`src/rtl/conv_pkg.sv`:
```
// Shared types and defaults for the conv PIM job scheduler.
// Holds the scheduler state enum, parameter defaults and a sign-extend helper.
package conv_pkg;

  localparam int CONV_INPUT_SIZE = 34;
  localparam int CONV_DEPTH      = 6;
  localparam int CONV_ADC_P      = 8;
  localparam int CONV_PIM_LAT    = 1;
  localparam int CONV_ACC_W      = 16;

  typedef enum logic [1:0] {
    IDLE  = 2'd0,
    ISSUE = 2'd1,
    DRAIN = 2'd2,
    DONE  = 2'd3
  } conv_sched_state_t;

  // Replicates bit w-1 of v into every bit above it; callers keep w in 1..63.
  function automatic logic [63:0] sign_extend(input logic [63:0] v, input int unsigned w);
    logic [63:0] keep;
    keep = ~({64{1'b1}} << w);
    return v[6'(w - 1)] ? (v | ~keep) : (v & keep);
  endfunction

endpackage

```
`src/rtl/conv_sched_if.sv`:
```
// Job, result and crossbar-array signals of the conv scheduler, bundled as one interface.
// slave is the scheduler's view; master is the sequencer/array/testbench view.
interface conv_sched_if
  import conv_pkg::*;
#(
  parameter int INPUT_SIZE = CONV_INPUT_SIZE,
  parameter int DEPTH      = CONV_DEPTH,
  parameter int ADC_P      = CONV_ADC_P,
  parameter int ACC_W      = CONV_ACC_W
);

  logic                  job_valid;
  logic                  job_ready;
  logic [INPUT_SIZE-1:0] job_feature;
  logic [DEPTH-1:0]      job_base;
  logic [DEPTH:0]        job_count;

  logic                  res_valid;
  logic                  res_ready;
  logic [ACC_W-1:0]      res_data;
  logic                  res_ovf;

  logic                  pim_en;
  logic [DEPTH-1:0]      pim_addr;
  logic [INPUT_SIZE-1:0] pim_feature;
  logic [ADC_P-1:0]      pim_out;

  logic                  busy;

  modport slave (
    input  job_valid, job_feature, job_base, job_count, res_ready, pim_out,
    output job_ready, res_valid, res_data, res_ovf, pim_en, pim_addr, pim_feature, busy
  );

  modport master (
    output job_valid, job_feature, job_base, job_count, res_ready, pim_out,
    input  job_ready, res_valid, res_data, res_ovf, pim_en, pim_addr, pim_feature, busy
  );

endinterface

```
`src/rtl/conv_sched_acc.sv`:
```
// Signed accumulator with clear, add-enable and a sticky overflow flag.
// Define CONV_SCHED_SAT_EN to saturate on overflow; otherwise the sum wraps.
module conv_sched_acc
  import conv_pkg::*;
#(
  parameter int ADC_P = CONV_ADC_P,
  parameter int ACC_W = CONV_ACC_W
) (
  input  logic             clk,
  input  logic             rst,
  input  logic             clr_i,
  input  logic             add_i,
  input  logic [ADC_P-1:0] din_i,
  output logic [ACC_W-1:0] sum_o,
  output logic             ovf_o
);

  logic [ACC_W-1:0] sum_q, sum_d;
  logic             ovf_q, ovf_d;
  logic [ACC_W:0]   wide;
  logic             clip;

  // NOTE: every signal assigned in always_comb gets a default first, so no path leaves it unassigned and no latch is inferred.
  always_comb begin
    sum_d = sum_q;
    ovf_d = ovf_q;
    // One guard bit above the sum: overflow shows as the top two bits disagreeing.
    wide  = {sum_q[ACC_W-1], sum_q} + (ACC_W + 1)'(sign_extend(64'(din_i), ADC_P));
    clip  = wide[ACC_W] ^ wide[ACC_W-1];
    if (clr_i) begin
      sum_d = '0;
      ovf_d = 1'b0;
    end else if (add_i) begin
      ovf_d = ovf_q | clip;
`ifdef CONV_SCHED_SAT_EN
      if (clip) begin
        sum_d = wide[ACC_W] ? {1'b1, {(ACC_W-1){1'b0}}} : {1'b0, {(ACC_W-1){1'b1}}};
      end else begin
        sum_d = wide[ACC_W-1:0];
      end
`else
      sum_d = wide[ACC_W-1:0];
`endif
    end
  end

  // NOTE: sequential state is written only with non-blocking assignments so every flop samples pre-edge values.
  always_ff @(posedge clk or negedge rst) begin
    if (!rst) begin
      sum_q <= '0;
      ovf_q <= 1'b0;
    end else begin
      sum_q <= sum_d;
      ovf_q <= ovf_d;
    end
  end

  assign sum_o = sum_q;
  assign ovf_o = ovf_q;

endmodule

```
`src/rtl/conv_sched.sv`:
```
// Job scheduler for the conv PIM crossbar: issues one row address per cycle and sums the ADC results.
// Overflow behaviour of the sum is selected by CONV_SCHED_SAT_EN inside conv_sched_acc.
module conv_sched
  import conv_pkg::*;
#(
  parameter int INPUT_SIZE = CONV_INPUT_SIZE,
  parameter int DEPTH      = CONV_DEPTH,
  parameter int ADC_P      = CONV_ADC_P,
  parameter int PIM_LAT    = CONV_PIM_LAT,
  parameter int ACC_W      = CONV_ACC_W
) (
  input logic         clk,
  input logic         rst,
  conv_sched_if.slave bus
);

  // Delay-line pattern when only the final issue is still in flight.
  localparam logic [PIM_LAT-1:0] LAST_ONLY = PIM_LAT'(1) << (PIM_LAT - 1);

  conv_sched_state_t     state_q, state_d;
  logic [INPUT_SIZE-1:0] feature_q, feature_d;
  logic [DEPTH-1:0]      addr_q, addr_d;
  logic [DEPTH:0]        cnt_q, cnt_d;
  logic [PIM_LAT-1:0]    dly_q, dly_d;
  logic                  issue;
  logic                  sample;
  logic                  last_sample;
  logic                  acc_clr;

  assign issue       = (state_q == ISSUE);
  assign sample      = dly_q[PIM_LAT-1];
  assign last_sample = (state_q == DRAIN) && (dly_q == LAST_ONLY);
  assign dly_d       = PIM_LAT'({dly_q, issue});

  always_comb begin
    state_d   = state_q;
    feature_d = feature_q;
    addr_d    = addr_q;
    cnt_d     = cnt_q;
    acc_clr   = 1'b0;
    unique case (state_q)
      IDLE: begin
        if (bus.job_valid) begin
          feature_d = bus.job_feature;
          addr_d    = bus.job_base;
          cnt_d     = bus.job_count;
          acc_clr   = 1'b1;
          state_d   = (bus.job_count == '0) ? DONE : ISSUE;
        end
      end
      ISSUE: begin
        cnt_d = cnt_q - 1'b1;
        // The last issued address stays on pim_addr through DRAIN.
        if (cnt_q == 1) begin
          state_d = DRAIN;
        end else begin
          addr_d = addr_q + 1'b1;
        end
      end
      DRAIN: begin
        if (last_sample) state_d = DONE;
      end
      DONE: begin
        if (bus.res_ready) state_d = IDLE;
      end
      default: state_d = IDLE;
    endcase
  end

  always_ff @(posedge clk or negedge rst) begin
    if (!rst) begin
      state_q   <= IDLE;
      feature_q <= '0;
      addr_q    <= '0;
      cnt_q     <= '0;
      dly_q     <= '0;
    end else begin
      state_q   <= state_d;
      feature_q <= feature_d;
      addr_q    <= addr_d;
      cnt_q     <= cnt_d;
      dly_q     <= dly_d;
    end
  end

  conv_sched_acc #(
    .ADC_P (ADC_P),
    .ACC_W (ACC_W)
  ) u_acc (
    .clk   (clk),
    .rst   (rst),
    .clr_i (acc_clr),
    .add_i (sample),
    .din_i (bus.pim_out),
    .sum_o (bus.res_data),
    .ovf_o (bus.res_ovf)
  );

  assign bus.job_ready   = (state_q == IDLE);
  assign bus.res_valid   = (state_q == DONE);
  assign bus.busy        = (state_q != IDLE);
  assign bus.pim_en      = issue;
  assign bus.pim_addr    = addr_q;
  assign bus.pim_feature = feature_q;

endmodule

```
`src/flat_wrapper.sv`:
```
// flat-port wrapper written by rule: the top's interface ports become plain ports
module conv_sched_flat import conv_pkg::*;
#(
  parameter int INPUT_SIZE = CONV_INPUT_SIZE,
  parameter int DEPTH      = CONV_DEPTH,
  parameter int ADC_P      = CONV_ADC_P,
  parameter int PIM_LAT    = CONV_PIM_LAT,
  parameter int ACC_W      = CONV_ACC_W
)
  (clk, rst, bus_job_valid, bus_job_feature, bus_job_base, bus_job_count, bus_res_ready, bus_pim_out, bus_job_ready, bus_res_valid, bus_res_data, bus_res_ovf, bus_pim_en, bus_pim_addr, bus_pim_feature, bus_busy);
  conv_sched_if #(.INPUT_SIZE(INPUT_SIZE), .DEPTH(DEPTH), .ADC_P(ADC_P), .ACC_W(ACC_W)) bus_i ();
  input logic clk;
  input logic rst;
  input wire logic [$bits(bus_i.job_valid)-1:0] bus_job_valid;
  input wire logic [$bits(bus_i.job_feature)-1:0] bus_job_feature;
  input wire logic [$bits(bus_i.job_base)-1:0] bus_job_base;
  input wire logic [$bits(bus_i.job_count)-1:0] bus_job_count;
  input wire logic [$bits(bus_i.res_ready)-1:0] bus_res_ready;
  input wire logic [$bits(bus_i.pim_out)-1:0] bus_pim_out;
  output wire logic [$bits(bus_i.job_ready)-1:0] bus_job_ready;
  output wire logic [$bits(bus_i.res_valid)-1:0] bus_res_valid;
  output wire logic [$bits(bus_i.res_data)-1:0] bus_res_data;
  output wire logic [$bits(bus_i.res_ovf)-1:0] bus_res_ovf;
  output wire logic [$bits(bus_i.pim_en)-1:0] bus_pim_en;
  output wire logic [$bits(bus_i.pim_addr)-1:0] bus_pim_addr;
  output wire logic [$bits(bus_i.pim_feature)-1:0] bus_pim_feature;
  output wire logic [$bits(bus_i.busy)-1:0] bus_busy;
  assign bus_i.job_valid = bus_job_valid;
  assign bus_i.job_feature = bus_job_feature;
  assign bus_i.job_base = bus_job_base;
  assign bus_i.job_count = bus_job_count;
  assign bus_i.res_ready = bus_res_ready;
  assign bus_i.pim_out = bus_pim_out;
  assign bus_job_ready = bus_i.job_ready;
  assign bus_res_valid = bus_i.res_valid;
  assign bus_res_data = bus_i.res_data;
  assign bus_res_ovf = bus_i.res_ovf;
  assign bus_pim_en = bus_i.pim_en;
  assign bus_pim_addr = bus_i.pim_addr;
  assign bus_pim_feature = bus_i.pim_feature;
  assign bus_busy = bus_i.busy;
  conv_sched #(.INPUT_SIZE(INPUT_SIZE), .DEPTH(DEPTH), .ADC_P(ADC_P), .PIM_LAT(PIM_LAT), .ACC_W(ACC_W)) u_core (.clk(clk), .rst(rst), .bus(bus_i));
endmodule
```
`config.mk`:
```
export PLATFORM = sky130hd
export DESIGN_NAME = conv_sched_flat
export DESIGN_NICKNAME = d
export VERILOG_FILES = /design/src/rtl/conv_pkg.sv /design/src/rtl/conv_sched_if.sv /design/src/rtl/conv_sched_acc.sv /design/src/rtl/conv_sched.sv /design/src/flat_wrapper.sv
export SDC_FILE = /design/constraint.sdc
export NUM_CORES = 1
export LEC_CHECK = 0
export CELL_PAD_IN_SITES_DETAIL_PLACEMENT = 1
export CELL_PAD_IN_SITES_GLOBAL_PLACEMENT = 2
export CORE_MARGIN = 3
export CORE_UTILIZATION = 27
export DETAILED_ROUTE_END_ITERATION = 10
export HOLD_SLACK_MARGIN = 0.12
export PLACE_DENSITY_LB_ADDON = 0.1
export SETUP_SLACK_MARGIN = 0.05
export SLEW_MARGIN = 15
export SYNTH_ARGS = -nofsm -noshare
export SYNTH_HDL_FRONTEND = slang
export SYNTH_SLANG_ARGS = --single-unit
```
`constraint.sdc`:
```
create_clock -name clk -period 2.7 [get_ports clk]
set_input_delay 0.405 -clock clk [delete_from_list [all_inputs] [get_ports clk]]
set_output_delay 0.405 -clock clk [all_outputs]
set_load 0.1 [all_outputs]
```
# Yosys cells after proc, flatten, opt, wreduce, memory -nomap -nowiden
# Cells that the tools add are included.
[classes]
addsub = 3
eq_ne = 9
muxes = 18
bitwise_logic = 2
reduce_logical = 10
[ops]
columns = ["operator", "n"]
rows = [
  ["16-bit 2-to-1 mux", 2],
  ["17-bit adder", 1],
  ["17-bit 2-to-1 mux", 1],
  ["7-bit case mux with 2 select lines", 1],
  ["6-bit 2-to-1 mux", 2],
  ["6-bit case mux with 2 select lines", 1],
  ["2-bit 2-to-1 mux", 5],
  ["2-bit != test (second input constant)", 4],
  ["2-bit case mux with 4 select lines", 1],
  ["7-bit by 1-bit equality test with 1-bit output (second input constant)", 1],
  ["7-bit zero test", 1],
  ["7-bit 2-to-1 mux", 1],
  ["7-bit by 1-bit subtractor with 7-bit output (second input constant)", 1],
  ["6-bit by 1-bit adder with 6-bit output (second input constant)", 1],
  ["2-bit nonzero test", 3],
  ["2-bit equality test (second input constant)", 2],
  ["1-bit 2-to-1 mux", 4],
  ["2-bit AND reduction", 2],
  ["4-bit AND reduction", 1],
  ["3-bit AND reduction", 1],
  ["2-bit by 1-bit equality test with 1-bit output (second input constant)", 1],
  ["2-bit zero test", 1],
  ["2-bit by 1-bit != test with 1-bit output (second input constant)", 1],
  ["1-bit logical AND", 1],
  ["other kinds (2)", 2],
]
[word_totals]
regBits = 67
in_bits = 59
elab_cells = 49

# Longest topological paths before layout
# Gate-level depths: netlist of the first run.
[depth]
word_depth = 6
depth_mapped = 10

# Hierarchy
# From an unflattened synthesis of the first run, not the netlist that was laid out.
[unflattened]
hier_cells = 377
hier_area_um2 = 3860.0
[by_module_without_submodules]
columns = ["mod", "n_inst", "cells_each", "area_per_inst_um2"]
rows = [
  ["conv_sched", 1, 209, 2399.8],
  ["conv_sched_acc", 1, 168, 1460.2],
]

# Worst setup path before layout of the first run
# No wires, ideal clock.
[synth_path]
path_type = "register to register"
from = "register u_core.state_q[0]"
to = "register u_core.addr_q[4] (netlist: u_core.bus.pim_addr[4])"
t_arrival_ps = 3269
required_ps = 2565
slack_ps = -704
stages_incl_launch_ff = 11
n_path_buf = 2
path_cell_list = "dfrtp_1 -> inv_1 -> ha_1 -> buf_2 -> clkinv_1 -> a21oi_1 -> a21o_1 -> buf_2 -> nor3_1 -> a21oi_1 -> o21ai_0"
[synth_via]
elab_chain_cells = 3
elab_cells_between_ends = 7
cone_classes = "3 x eq/ne; 1 x mux; 3 x reduce/logical"
[synth_lines]
columns = ["item", "line", "rtl"]
rows = [
  ["start: declaration", "conv_sched.sv:20", "conv_sched_state_t state_q, state_d;"],
  ["start signal: assignment", "conv_sched.sv:78", "state_q <= state_d;"],
  ["2-bit zero test (*)", "--", ""],
  ["named net bus_job_ready", "flat_wrapper.sv:20", "output wire logic [$bits(bus_i.job_ready)-1:0] bus_job_ready;"],
  ["2-bit != test (no line) or 2-bit nonzero test (tied branches)", "--", ""],
  ["3-bit AND reduction (no line)", "--", ""],
  ["end signal: assignment", "conv_sched.sv:80", "addr_q <= addr_d;"],
  ["end: declaration", "conv_sched.sv:22", "logic [DEPTH-1:0] addr_q, addr_d;"],
]
# Mark *: on every way through the listed nets, which the timed path passes. The rest lies on a longest branch.
# A chain may end at the register's enable or synchronous reset.

# Final worst setup path of the first run
[layout_path]
from = "input bus_pim_out[0]"
to = "register u_core.u_acc.sum_q[12] (netlist: u_core.u_acc.sum_o[12])"
[layout_via]
elab_chain_cells = 4
[layout_lines]
columns = ["item", "line", "rtl"]
rows = [
  ["start: declaration", "flat_wrapper.sv:19", "input wire logic [$bits(bus_i.pim_out)-1:0] bus_pim_out;"],
  ["17-bit 2-to-1 mux", "conv_pkg.sv:22", "return v[6'(w - 1)] ? (v | ~keep) : (v & keep);"],
  ["17-bit adder", "conv_sched_acc.sv:28", "wide = {sum_q[ACC_W-1], sum_q} + (ACC_W + 1)'(sign_extend(64'(din_i), ADC_P));"],
  ["16-bit 2-to-1 mux", "conv_sched_acc.sv:33", "end else if (add_i) begin"],
  ["16-bit 2-to-1 mux", "conv_sched_acc.sv:30", "if (clr_i) begin"],
  ["end signal: assignment", "conv_sched_acc.sv:53", "sum_q <= sum_d;"],
  ["end: declaration", "conv_sched_acc.sv:18", "logic [ACC_W-1:0] sum_q, sum_d;"],
]
# No other way between the ends. The select of a mux whose other input is x is not followed.

==> results of run 1 <==
[logic make-up after synthesis]
group                      Yosys count  share of synthesized area
and+or+nand+nor                    194                     0.2171
AOI/OAI and AO/OA                  103                     0.1730
DFF                                 67                     0.4442
buffers and inverters               32                    0.03248
adders and majority gates           24                    0.08154
xor gates and xnor gates            12                    0.02784
muxes                                9                    0.02387
[stage by stage]
step	worst slack (ps)	cells	area, um^2	hold slack, ps
2_1_floorplan	70.00	441	3781	109.4
3_3_place_gp	23.75	737	5132	458.8
3_5_place_dp	-21.99	737	5132	465.0
4_1_cts	319.5	753	5445	479.3
5_1_grt	137.5	753	5445	498.6
6_report	327.6	753	5445	472.4
[per-layer routing]
metal | vias up | routed length, um | share of wire
met1 | 1734 | 5182 | 0.43
met4 | 0 | 253 | 0.021
met5 | - | 0 | 0
li1 | 1788 | - | -
met2 | 73 | 5989 | 0.50
met3 | 15 | 509 | 0.043
[flip-flops by register name, summed over array words and instances, names as in the netlist]
register	cells
u_core.bus.pim_feature	34
u_core.cnt_q	7
u_core.u_acc.ovf_o	1
u_core.bus.pim_addr	6
u_core.u_acc.sum_o	16
u_core.state_q	2
u_core.dly_q	1
[worst min path at each step]
stage	from	to	slack, ps	cells past startpoint
after floorplan	rst	u_core.bus.pim_addr[0]$_DFFE_PN0P_	110	0
after global placement	u_core.bus.pim_feature[23]$_DFFE_PN0P_	u_core.bus.pim_feature[23]$_DFFE_PN0P_	460	2
after detailed placement	u_core.bus.pim_feature[18]$_DFFE_PN0P_	u_core.bus.pim_feature[18]$_DFFE_PN0P_	470	2
after CTS	u_core.bus.pim_feature[5]$_DFFE_PN0P_	u_core.bus.pim_feature[5]$_DFFE_PN0P_	480	2
after global routing	u_core.bus.pim_feature[18]$_DFFE_PN0P_	u_core.bus.pim_feature[18]$_DFFE_PN0P_	500	2
final	u_core.bus.pim_feature[25]$_DFFE_PN0P_	u_core.bus.pim_feature[25]$_DFFE_PN0P_	470	2
[worst max-delay path, stage by stage]
cell,delay [ps]
clkdlybuf4s50_1,460
ha_1,170
inv_1,60
fa_1,380
nand2b_1,170
a21o_1,200
a2111oi_1,400
or3_1,160
nand3_1,70
a21oi_1,160
[cell usage in the layout (no fill, tap or decap), types with 6 or more instances in the layout]
master,instances
nand3_1,9
mux2i_1,9
o21ai_0,30
clkdlybuf4s50_1,57
a21oi_1,31
nor2_1,23
clkbuf_16,9
nand2_1,128
dfrtp_1,65
ha_1,22
nor3_1,11
buf_4,78
inv_1,14
a21o_1,6
xor2_1,7
[cell type report]
class / count / area (um^2) / share of cell area
clock buffer: 11 / 252.7 / 0.04642
clock inverter: 4 / 50.05 / 0.009191
inverter: 15 / 57.56 / 0.01057
timing repair buffer: 138 / 1206 / 0.2215
tap: 176 / 220.2 / 0.04044
multi-input combinational: 342 / 1979 / 0.3635
sequential: 67 / 1679 / 0.3084
==> results.py, run 1 <==
metrics = {
    "status": {
        "status": "completed",
    },
    "clock_network": {
        "cts_hold_buffers": 1,
        "cts_tree": "done",
        "cts_resized": 0,
        "cts_setup_buffers": 0,
        "clkSinkCount": 67,
        "clockRootBuffer": "clkbuf_16",
        "clkTransAtPathRegs_ps": 60,
        "numCtsBuffers": 9,
        "clk_latency_ps": 340,
        "htreeDepth": 3,
        "cts_max_path_buffers": 2,
    },
    "synth": {
        "syn_area_per_cell_um2": 8.560,
        "synth_top_area_cell": "dfrtp_1",
        "synth-seq-cells": 67,
        "synth_nets": 524,
        "synth_seq_area_share": 0.4441,
        "ys_warn_count": 0,
        "ys_top_cells_by_area": "dfrtp_1 44%, nand2_1 13%, ha_1 7.6%, a21oi_1 4.1%, o21ai_0 4.0%",
        "synth.distinct_cells": 48,
        "ys_top_cells_by_count": "128 x nand2_1, 67 x dfrtp_1, 31 x a21oi_1",
        "synth-main-ff-cell": "dfrtp_1",
        "postSynthCellCount": 441,
        "yosysTopAreaCellShare": 0.4441,
        "synth-edff-count": 0,
        "syn-cell-area_um2": 3775,
        "yosysMostFrequentCell": "nand2_1",
        "async_flop_share": 1.000,
    },
    "timing": {
        "finalClockSkew_ps": 5.732,
        "fin_crit_ps": 2372,
        "finalCritPeriodShare": 0.8787,
        "maxSlewViolCount": 0,
        "final_hold_viol_count": 0,
        "relSlewSlack": 0.5542,
        "max_freq_mhz": 421.5,
        "setup_viol": 0,
        "rsz0062_at_grt": "no",
        "worst_pin_slew_ps": 668.6,
        "tns_ps": 0,
    },
    "critical_path": {
        "worstPathArrival_ps": 2630,
        "criticalPathCategory": "primary input to flip-flop",
        "rr_worst_depth": 9,
        "critPathCapture": "u_core.u_acc.sum_o[12]$_DFFE_PN0P_",
        "cp-startpoint": "bus_pim_out[0]",
        "path_max_fanout": 3,
        "cp.required_ps": 2960,
        "r2r_start": "u_core.u_acc.sum_o[0]$_DFFE_PN0P_",
        "r2r-end": "u_core.u_acc.sum_o[12]$_DFFE_PN0P_",
        "setup.worst_path.end_class": "flip-flop",
        "r2r_slack_ps": 480,
        "critPathLaunchType": "primary input",
    },
    "drt": {
        "drtIter0Drc": 143,
        "wl_um": 11930,
        "drt_first_pass_iters": 4,
        "vias": 3610,
        "vias_per_cell": 4.794,
        "ant_nets": 0,
        "drc_errors": 0,
        "wl_per_cell_um": 15.85,
    },
    "global_routing": {
        "grt_use_met1": 0.2018,
        "grt_util_all_layers": 0.1597,
        "grt_max_degree": 47,
        "met2_usage": 0.2624,
        "top_usage_layer": "met2",
        "overflow": 0,
        "met3_usage": 0.03436,
        "antenna_found_initial": 0,
        "grt_pass1_wl_um": 19970,
        "grt_pass1_vias": 3790,
    },
    "layout": {
        "drive_gt1_frac": 0.1854,
        "syn_to_final_growth_pct": 44.25,
        "layout.nets": 656,
        "num_antenna_cells": 0,
        "final_util": 0.4048,
        "fill_cells": 1619,
    },
    "floorplan": {
        "fp.dieH_um": 124.2,
        "row_count": 42,
        "core_um2": 13450,
        "dieArea_um2": 15440,
        "ioPinCount": 120,
        "start_util": 0.2806,
        "die_w_um": 124.2,
    },
    "placement": {
        "gp_congestion": 0.7953,
        "dp_hpwl_um": 8884,
        "portBuffers": 119,
    },
    "flow_run": {
        "max-cap-violations": 0,
    },
    "min_path": {
        "worstHoldPathType": "flip-flop to flip-flop",
    },
}
Power of run 1 is left out: the tool's default activity adds up to more than one toggle a clock period on the data nets, which glitch-free logic cannot reach.
==> run 2: changes to the inputs <==
--- a/config.mk
+++ b/config.mk
@@ -11,7 +11,7 @@
 export CORE_UTILIZATION = 27
 export DETAILED_ROUTE_END_ITERATION = 10
 export HOLD_SLACK_MARGIN = 0.12
-export PLACE_DENSITY_LB_ADDON = 0.1
+export PLACE_DENSITY = 0.93
 export SETUP_SLACK_MARGIN = 0.05
 export SLEW_MARGIN = 15
 export SYNTH_ARGS = -nofsm -noshare
==> run 2 against run 1 <==
  * Utilization grew 0.093 points
  * Flip-flop and latch count unchanged
  * Worst setup slack worse by 89 ps
  * Register-to-register slack got worse by 80 ps
  * Final cell count is 0.40% lower
  * First-iteration DRC count down 40%
  * Via count grew 1.4%
  * Wire length is 0.76% higher
  * Sequential share of layout area fell by 0.071 points
  * Fmax shrank 3.6%
  * Worst hold slack better by 3.5 ps
==> results.py, run 2 (same netlist as run 1, synthesis figures left out) <==
metrics = {
    "status": {
        "status": "completed",
    },
    "global_routing": {
        "antenna_found_initial": 0,
        "grt_max_degree": 48,
        "grt_util_all_layers": 0.1582,
        "grt_pass1_vias": 4075,
        "overflow": 0,
        "grt_pass1_wl_um": 20290,
    },
    "timing": {
        "finalClockSkew_ps": 4.742,
        "fin_hold_ws_ps": 475.8,
        "relSlewSlack": 0.6902,
        "setup_slack_ps": 238.2,
        "fin_crit_ps": 2462,
        "max_freq_mhz": 406.2,
        "rsz0062_at_grt": "no",
        "finalCritPeriodShare": 0.9118,
        "setup_viol": 0,
        "worst_pin_slew_ps": 460.4,
        "final_hold_viol_count": 0,
        "maxSlewViolCount": 0,
    },
    "critical_path": {
        "cpMaxStageDelayCell": "clkdlybuf4s50_1",
        "cpLargestDelayFamily": "buffers and inverters",
        "setup.worst_path.end_class": "flip-flop",
        "criticalPathCategory": "primary input to flip-flop",
        "max_stage_delay_ps": 470,
        "worst-path-buf-inv": 3,
        "r2r_slack_ps": 400,
        "worstPathArrival_ps": 2670,
        "crit_top_cell": "a21o_1",
        "r2r_start": "u_core.u_acc.sum_o[0]$_DFFE_PN0P_",
        "r2r-end": "u_core.u_acc.ovf_o$_DFFE_PN0P_",
        "rr_worst_depth": 10,
        "critical_path.cell_chain": "clkdlybuf4s50_1 -> ha_1 -> inv_1 -> fa_1 -> nand2b_1 -> a21o_1 -> buf_4 -> a21o_1 -> a31oi_1 -> xor2_1 -> o21ai_0",
        "path_max_fanout": 3,
        "cp.required_ps": 2910,
        "critPathLaunchType": "primary input",
    },
    "layout": {
        "fill_cells": 1621,
        "final_util": 0.4057,
        "final_common_cell": "nand2_1",
        "most-common-layout-cells": "128 x nand2_1, 73 x buf_4, 65 x dfrtp_1, 57 x clkdlybuf4s50_1, 31 x a21oi_1",
        "layout.nets": 652,
        "num_antenna_cells": 0,
        "final_cells": 750,
        "drive_gt1_frac": 0.1812,
        "largest_reg_flops": 34,
        "syn_to_final_growth_pct": 44.58,
    },
    "drt": {
        "vias": 3659,
        "drtIter0Drc": 86,
        "ant_nets": 0,
        "drt_first_pass_iters": 4,
        "wl_per_cell_um": 16.03,
        "wl_um": 12030,
        "drc_errors": 0,
        "vias_per_cell": 4.879,
    },
    "placement": {
        "place_inst": 733,
        "gp_congestion": 0.8529,
        "portBuffers": 119,
        "pre_cts_ws_ps": -91.93,
        "dp_hpwl_um": 9020,
    },
    "clock_network": {
        "clkTransAtPathRegs_ps": 60,
        "cts_tree": "done",
        "cts_setup_buffers": 0,
        "cts_max_path_buffers": 2,
        "clk_latency_ps": 330,
        "clkSinkCount": 67,
        "numCtsBuffers": 9,
        "htreeDepth": 3,
        "clockRootBuffer": "clkbuf_16",
    },
    "floorplan": {
        "core_um2": 13450,
        "dieArea_um2": 15440,
        "die_w_um": 124.2,
        "row_count": 42,
        "ioPinCount": 120,
        "start_util": 0.2806,
        "fp.dieH_um": 124.2,
    },
    "min_path": {
        "worstHoldStart": "u_core.bus.pim_feature[16]$_DFFE_PN0P_",
        "worstHoldPathType": "flip-flop to flip-flop",
        "holdPathStages": 2,
        "min_to": "u_core.bus.pim_feature[16]$_DFFE_PN0P_",
    },
    "flow_run": {
        "max-cap-violations": 0,
    },
}
## run 2: changes by cell type in the layout (fill, tap and decap cells not counted), sizes merged
cell / previous run / this run
clkinvlp: 2 / 0
buf: 80 / 76
clkinv: 2 / 3
bufinv: 1 / 3
## run 2: how the worst max path moves through the flow
stage                                               to  cells after the start  slack [ps]                     startpoint
floorplan           u_core.bus.pim_addr[4]$_DFFE_PN0P_                     10          70  u_core.state_q[0]$_DFFE_PN0P_
global placement    u_core.u_acc.sum_o[12]$_DFFE_PN0P_                     10         -20                 bus_pim_out[0]
detailed placement  u_core.u_acc.sum_o[12]$_DFFE_PN0P_                     10         -90                 bus_pim_out[0]
CTS                 u_core.u_acc.sum_o[12]$_DFFE_PN0P_                     10         210                 bus_pim_out[0]
global route            u_core.u_acc.ovf_o$_DFFE_PN0P_                      8          90                 bus_pim_out[7]
finish                  u_core.u_acc.ovf_o$_DFFE_PN0P_                     11         240                 bus_pim_out[0]
## run 2: timing repair
item	CTS	global route
endpoints found under the hold margin	11	0
endpoints found under the setup margin	0	1
hold buffers	1	0
gates resized for setup	0	1
## run 2: worst reg2reg max path: cells and delay by family, from the launching register on
kind | cells | cell delay (ps)
AOI/OAI and AO/OA | 4 | 670
adders and majority gates | 2 | 580
DFF | 1 | 370
buffers and inverters | 2 | 210
and+or+nand+nor | 1 | 180
xor gates and xnor gates | 1 | 170
## run 2: metal layers
metal	routed length (um)	vias up	part of all wire	track usage
met5	0	-	0	0
met4	183	0	0.015	0.04062
met3	531	17	0.044	0.04983
met2	6158	84	0.51	0.2805
met1	5151	1785	0.43	0.1847
li1	-	1773	-	-
## run 2: per-stage QoR
step	area [um^2]	setup TNS [ps]
floorplan	3781	0
global placement	5100	-24.79
detailed placement	5100	-167.8
CTS	5453	0
global route	5458	0
finish	5458	0
## run 2: area by class of cell
class,count,area [um^2],share of cell area
Multi-Input combinational cell,342,1984,0.3636
Clock inverter,5,100.1,0.01834
Timing Repair Buffer,134,1174,0.2150
Sequential cell,67,1679,0.3077
Inverter,15,57.56,0.01055
Clock buffer,11,242.7,0.04448
Tap cell,176,220.2,0.04035
Power of run 2 is left out for the same reason.
